===== config.mk =====
export PLATFORM = sky130hd
export DESIGN_NAME = car_lane_ctrl
export DESIGN_NICKNAME = d
export VERILOG_FILES = /design/src/rtl/car_game_pkg.sv /design/src/rtl/key_rise_detect.sv /design/src/rtl/car_lane_ctrl.sv
export SDC_FILE = /design/constraint.sdc
export NUM_CORES = 1
export LEC_CHECK = 0
export CAP_MARGIN = 20
export CORE_ASPECT_RATIO = 0.75
export CORE_MARGIN = 2
export CORE_UTILIZATION = 49
export DETAILED_ROUTE_END_ITERATION = 16
export PLACE_DENSITY = 0.81
export REMOVE_ABC_BUFFERS = 1
export SYNTH_ARGS = -nofsm -noshare
export SYNTH_HDL_FRONTEND = slang
export SYNTH_HIERARCHICAL = 1
export SYNTH_SLANG_ARGS = --single-unit
export TNS_END_PERCENT = 1

===== constraint.sdc =====
create_clock -name CLOCK_50 -period 4.67 [get_ports CLOCK_50]
set_input_delay 1.401 -clock CLOCK_50 [delete_from_list [all_inputs] [get_ports CLOCK_50]]
set_output_delay 1.401 -clock CLOCK_50 [all_outputs]
set_load 0.005 [all_outputs]

===== src/rtl/car_game_pkg.sv =====
// Shared game encodings and screen geometry for the car lane game.
// Used by the control, drawing and obstacle blocks.
package car_game_pkg;

    typedef enum logic [1:0] {
        ST_TITLE = 2'd0,
        ST_PLAY  = 2'd1,
        ST_OVER  = 2'd2
    } game_state_t;

    localparam int SCREEN_W   = 320;
    localparam int LANE0_X    = 40;
    localparam int LANE_WIDTH = 40;
    localparam int NUM_LANES  = 3;

    function automatic logic [8:0] lane_x(
        input logic [1:0] idx,
        input int         x0,
        input int         pitch
    );
        return 9'(x0 + int'(idx) * pitch);
    endfunction

endpackage


===== src/rtl/key_rise_detect.sv =====
// Press-event detector for one decoded key level.
// History resets high so a key held through reset stays silent.
module key_rise_detect (
    input  logic clk,
    input  logic reset,
    input  logic key,
    output logic rise
);

    logic prev;

    always_ff @(posedge clk) begin
        if (reset) begin
            prev <= 1'b1;
        end else begin
            prev <= key;
        end
    end

    assign rise = key & ~prev;

endmodule


===== src/rtl/car_lane_ctrl.sv =====
// Title/play/over state machine, lane index and car slide animation.
// Sits between the PS/2 key decoder and the VGA drawing stage.
module car_lane_ctrl #(
    parameter int NUM_LANES   = car_game_pkg::NUM_LANES,
    parameter int LANE0_X     = car_game_pkg::LANE0_X,
    parameter int LANE_WIDTH  = car_game_pkg::LANE_WIDTH,
    parameter int STEP_CYCLES = 250000
) (
    input  logic       CLOCK_50,
    input  logic       reset,
    input  logic       enter_en,
    input  logic       left_en,
    input  logic       right_en,
    input  logic       crash,
    output logic [1:0] game_state,
    output logic [1:0] lane,
    output logic [8:0] car_x,
    output logic       moving,
    output logic       game_start
);

    import car_game_pkg::*;

    localparam int CW = (STEP_CYCLES > 1) ? $clog2(STEP_CYCLES) : 1;
    localparam logic [CW-1:0] CNT_LAST  = CW'(STEP_CYCLES - 1);
    localparam logic [1:0]    CENTRE    = 2'(NUM_LANES / 2);
    localparam logic [1:0]    LAST_LANE = 2'(NUM_LANES - 1);

    game_state_t   state_q;
    logic [CW-1:0] step_cnt;

    logic enter_ev;
    logic left_ev;
    logic right_ev;

    logic [8:0] centre_x;
    logic [8:0] target_x;
    logic [8:0] next_x;
    logic       left_ok;
    logic       right_ok;
    logic       step_now;

    key_rise_detect u_enter (
        .clk   (CLOCK_50),
        .reset (reset),
        .key   (enter_en),
        .rise  (enter_ev)
    );

    key_rise_detect u_left (
        .clk   (CLOCK_50),
        .reset (reset),
        .key   (left_en),
        .rise  (left_ev)
    );

    key_rise_detect u_right (
        .clk   (CLOCK_50),
        .reset (reset),
        .key   (right_en),
        .rise  (right_ev)
    );

    assign centre_x = lane_x(CENTRE, LANE0_X, LANE_WIDTH);
    assign target_x = lane_x(lane, LANE0_X, LANE_WIDTH);
    assign next_x   = (car_x < target_x) ? car_x + 9'd1 : car_x - 9'd1;
    assign step_now = (step_cnt == CNT_LAST);

    // Simultaneous Left+Right cancel; no move starts mid-slide.
    assign left_ok  = left_ev & ~right_ev & ~moving & (lane != 2'd0);
    assign right_ok = right_ev & ~left_ev & ~moving & (lane != LAST_LANE);

    always_ff @(posedge CLOCK_50) begin
        if (reset) begin
            state_q    <= ST_TITLE;
            lane       <= CENTRE;
            car_x      <= centre_x;
            moving     <= 1'b0;
            game_start <= 1'b0;
            step_cnt   <= '0;
        end else begin
            game_start <= 1'b0;
            unique case (state_q)
                ST_TITLE: begin
                    lane     <= CENTRE;
                    car_x    <= centre_x;
                    moving   <= 1'b0;
                    step_cnt <= '0;
                    if (enter_ev) begin
                        state_q    <= ST_PLAY;
                        game_start <= 1'b1;
                    end
                end
                ST_PLAY: begin
                    if (crash) begin
                        state_q <= ST_OVER;
                    end else if (left_ok) begin
                        lane   <= lane - 2'd1;
                        moving <= 1'b1;
                    end else if (right_ok) begin
                        lane   <= lane + 2'd1;
                        moving <= 1'b1;
                    end
                    // The slide keeps running on the crash edge itself.
                    if (moving) begin
                        if (step_now) begin
                            step_cnt <= '0;
                            car_x    <= next_x;
                            if (next_x == target_x) begin
                                moving <= 1'b0;
                            end
                        end else begin
                            step_cnt <= step_cnt + CW'(1);
                        end
                    end
                end
                ST_OVER: begin
                    if (enter_ev) begin
                        state_q  <= ST_TITLE;
                        lane     <= CENTRE;
                        car_x    <= centre_x;
                        moving   <= 1'b0;
                        step_cnt <= '0;
                    end
                end
                default: begin
                    state_q <= ST_TITLE;
                end
            endcase
        end
    end

    assign game_state = state_q;

endmodule


==> parameters.txt <==
Parameter                              Value

Min path
  Hold-critical path depth ... 2
  Hold WC Path Type ... flop to flop

Route
  Post-detailed-routing wire length ... 5.085 mm
  Routed wire length on met3 ... 279 um
  Via Count ... 1994
  Residual antenna-violating net count after detailed routing ... 0
  Uppermost signal routing layer after detailed routing ... met4
  Metal2 WL ... 2.138 mm
  Per-cell routed wire length ... 14.53 um
  Count of routing violations after the opening detailed-route iteration ... 206
  DR pass1 iterations ... 4
  Detailed-route wire length on metal 1 ... 2.625 mm
  Via density per instance ... 5.697
  Remaining design rule violation count ... 0

Floorplan
  CORE AREA ... 4519 um2
  Starting utilization of the core area ... 51.30%
  Die span in y ... 63.57 um
  Row count ... 21
  Number of top-level pins ... 21
  Die X ... 83.43 um
  DIE AREA ... 5303 um2

Timing
  Setup Skew ... 0.006677 ns
  Sum of negative setup slack ... 0 ns
  Number of hold violations in the final report ... 0
  Relative slew slack ... 58.99%
  RSZ-0062 raised after global routing ... no
  Minimum clock period after layout ... 4.319 ns
  Setup-failing EPs final ... 0
  Fmax ... 231.5 MHz
  Number of max-slew violations in the final report ... 0
  Period utilization ... 92.49%
  Worst slew pin tran ... 0.6151 ns

Global routing
  Via count of the first global-routing pass ... 1819
  Grt total ovfl ... 0
  Overall global routing resource usage ... 20.57%
  First-pass GRT wire length ... 8.700 mm
  Initial antenna violation count ... 0
  Largest net degree at the start of global routing ... 22

Clock tree
  Hold Buf Count CTS ... 0
  Max Root-Sink Buffers ... 2
  Latest clock arrival within the worst-skew pair ... 0.29 ns
  CTS H-Tree Depth ... 2
  Cell at the root of the clock tree ... sky130_fd_sc_hd__clkbuf_8
  Clock tree from TritonCTS ... yes
  Count of clock tree sinks ... 36
  Number of buffers inserted to repair setup after CTS ... 0
  TritonCTS Buffers ... 5
  Clock transition at path regs ... 0.08 ns
  Count of cells resized by post-cts repair ... 0

Synth
  Synth warn ... 6
  Proportion of netlist area held by the largest area contributor ... 31.08%
  Cell type with the largest total area after synthesis ... sky130_fd_sc_hd__dfxtp_1
  Commonest register cell after synthesis ... sky130_fd_sc_hd__dfxtp_1
  Count of state elements after synthesis ... 36
  Number of different library cells in the post-synthesis netlist ... 53
  Post-synthesis sequential area ratio ... 31.08%
  Area of the mapped netlist ... 2318 um2
  Number of flops mapped to enable cells by yosys ... 0
  Share of synthesized flip-flops with an asynchronous set or reset ... 0%
  Commonest cells in the netlist ... sky130_fd_sc_hd__dfxtp_1, sky130_fd_sc_hd__nor2_1, sky130_fd_sc_hd__nand2_1
  Number of standard cells after synthesis ... 273
  Leading cell types by total area after synthesis ... sky130_fd_sc_hd__dfxtp_1, sky130_fd_sc_hd__ha_1, sky130_fd_sc_hd__nor2_1
  Synthesized area divided by synthesized cell count ... 8.493 um2

Setup path
  Critical Path RT ... 4.86 ns
  R2R Path Start ... lane[0]
  Sort of element at the end of the critical path ... flop
  Worst R2R Path Depth ... 16
  Start point of the critical path ... lane[0]
  Startpoint class of the critical path ... flop
  Critical path destination ... moving
  Category of the most critical setup path ... flop to flop
  Largest driver fanout on the critical path ... 8
  Arrival time reported for the critical path endpoint ... 4.51 ns
  Endpoint of the most critical register-to-register path ... moving
  Slack of the worst reg-to-reg path ... 0.35 ns

Power
  Worst vdd ir ... 0.1806 mV
  Share of total power in sequential cells ... 47.9%
  Net Switching ... 156.7 uW
  Net Sw Frac ... 23.94%
  Clock power share ... 42.3%
  Int Pwr ... 498.1 uW
  Share of power burned in combinational logic ... 9.9%
  Power Dens Cells ... 245.8 nW/um2
  Static leakage ... 0.001018 uW

Cells and area
  Total of fill cells in the finished design ... 411
  Register cell area after layout ... 720.7 um2
  Final standard cell count with taps included and fillers excluded ... 350
  Synthesis-to-finish area growth ... 14.89%
  Total area of multi-input combinational cells ... 1511 um2
  End-of-flow core utilization ... 58.94%
  Inserted Diodes ... 0
  Number of nets in the finished design ... 316
  Layout cells sized above 1 ... 6.826%

Placement
  Gpl congestion ... 0.9112
  Sum of net half-perimeters after detailed placement ... 3.767 mm
  Number of buffers added on ports ... 20
  Number of cells after detailed placement ... 342

Job
  Max-cap viol count ... 0

Outcome
  Run status ... completed
[per-layer routing]
metal	track usage [%]	vias to the layer above
met5	0	-
met4	6.048	0
met3	3.932	5
met2	30.14	53
met1	30.53	938
li1	-	998
[power by group through the flow]
stage	Clock, uW	Sequential, uW	Combinational [uW]
detailed placement	0	321	63.3
global route	297	314	71.9
floorplan	0	320	44.3
global placement	0	320	62.1
finish	277	313	64.6
CTS	278	313	63.8
[cells in the final DEF (no fill, tap or decap), drive strengths merged, types with 3 or more instances in the layout]
cell and count:
dfxtp 36, nand3 9, or3b 3, o21ai 13, clkbuf 6, nand2 21
nor4b 5, o211ai 3, and3 6, nor2 36, xnor2 15, nand2b 3
a21o 3, clkdlybuf4s50 20, or2 6, xor2 12, a21oi 16, nor2b 7
ha 17, o22ai 3, nand4 5, and4 3, inv 12
[through the flow]
step	instance area [um2]	hold WS [ns]	worst slack (ns)	power, uW
final	2664	0.4994	0.3506	654.8
after floorplan	2277	0.4749	0.7985	364.4
after CTS	2664	0.4963	0.3689	655.7
after detailed placement	2556	0.4866	0.4176	383.9
after global placement	2556	0.4776	0.5596	382.6
after global routing	2664	0.5629	0.06025	682.6
[flip-flops by register name, summed over array words and instances (netlist names)]
register / count
step_cnt: 18
lane: 2
u_left/prev: 1
moving: 1
u_right/prev: 1
car_x: 9
game_start: 1
game_state: 2
u_enter/prev: 1
[cells by family (layout without fill, tap and decap cells)]
family / Yosys count / after routing / share of synthesized area [%]
AND/OR/NAND/NOR: 114 / 114 / 26.50
AO/OA/AOI/OAI: 53 / 53 / 15.60
flip-flops: 36 / 36 / 31.08
XOR/XNOR: 29 / 29 / 12.14
buffers and inverters: 21 / 41 / 3.724
adder cells (fa/ha/maj): 18 / 18 / 10.04
multiplexers: 2 / 2 / 0.9174
[how the worst min path moves through the flow]
stage,startpoint,endpoint,slack [ns]
6_report,car_x[2],car_x[2],0.50
5_1_grt,step_cnt[11],step_cnt[11],0.56
4_1_cts,car_x[2],car_x[2],0.50
3_5_place_dp,car_x[2],car_x[2],0.49
3_3_place_gp,car_x[2],car_x[2],0.48
2_1_floorplan,car_x[2],car_x[2],0.47
[area by class of cell]
class	count	share of cell area, %
multi-input cells	216	56.74
flip-flops and latches	36	27.05
repair buffers	21	7.797
clock buffers	6	2.724
well taps	57	2.677
inverters	12	1.691
clock inverters	2	1.315
[worst max-delay path, stage by stage, from the launching register on]
cell                       delay (ns)
sky130_fd_sc_hd__dfxtp_1         0.48
sky130_fd_sc_hd__inv_1           0.15
sky130_fd_sc_hd__ha_1            0.43
sky130_fd_sc_hd__inv_1           0.09
sky130_fd_sc_hd__ha_1            0.27
sky130_fd_sc_hd__o211ai_1        0.09
sky130_fd_sc_hd__a21boi_0        0.10
sky130_fd_sc_hd__o21ai_0         0.22
sky130_fd_sc_hd__nand2_1         0.11
sky130_fd_sc_hd__or2_2           0.38
sky130_fd_sc_hd__ha_1            0.43
sky130_fd_sc_hd__a21oi_2         0.27
sky130_fd_sc_hd__o21ai_1         0.21
sky130_fd_sc_hd__a21o_1          0.22
sky130_fd_sc_hd__a21oi_1         0.23
sky130_fd_sc_hd__xnor3_1         0.25
sky130_fd_sc_hd__o31a_1          0.29
(Power assumes the default switching activity.)
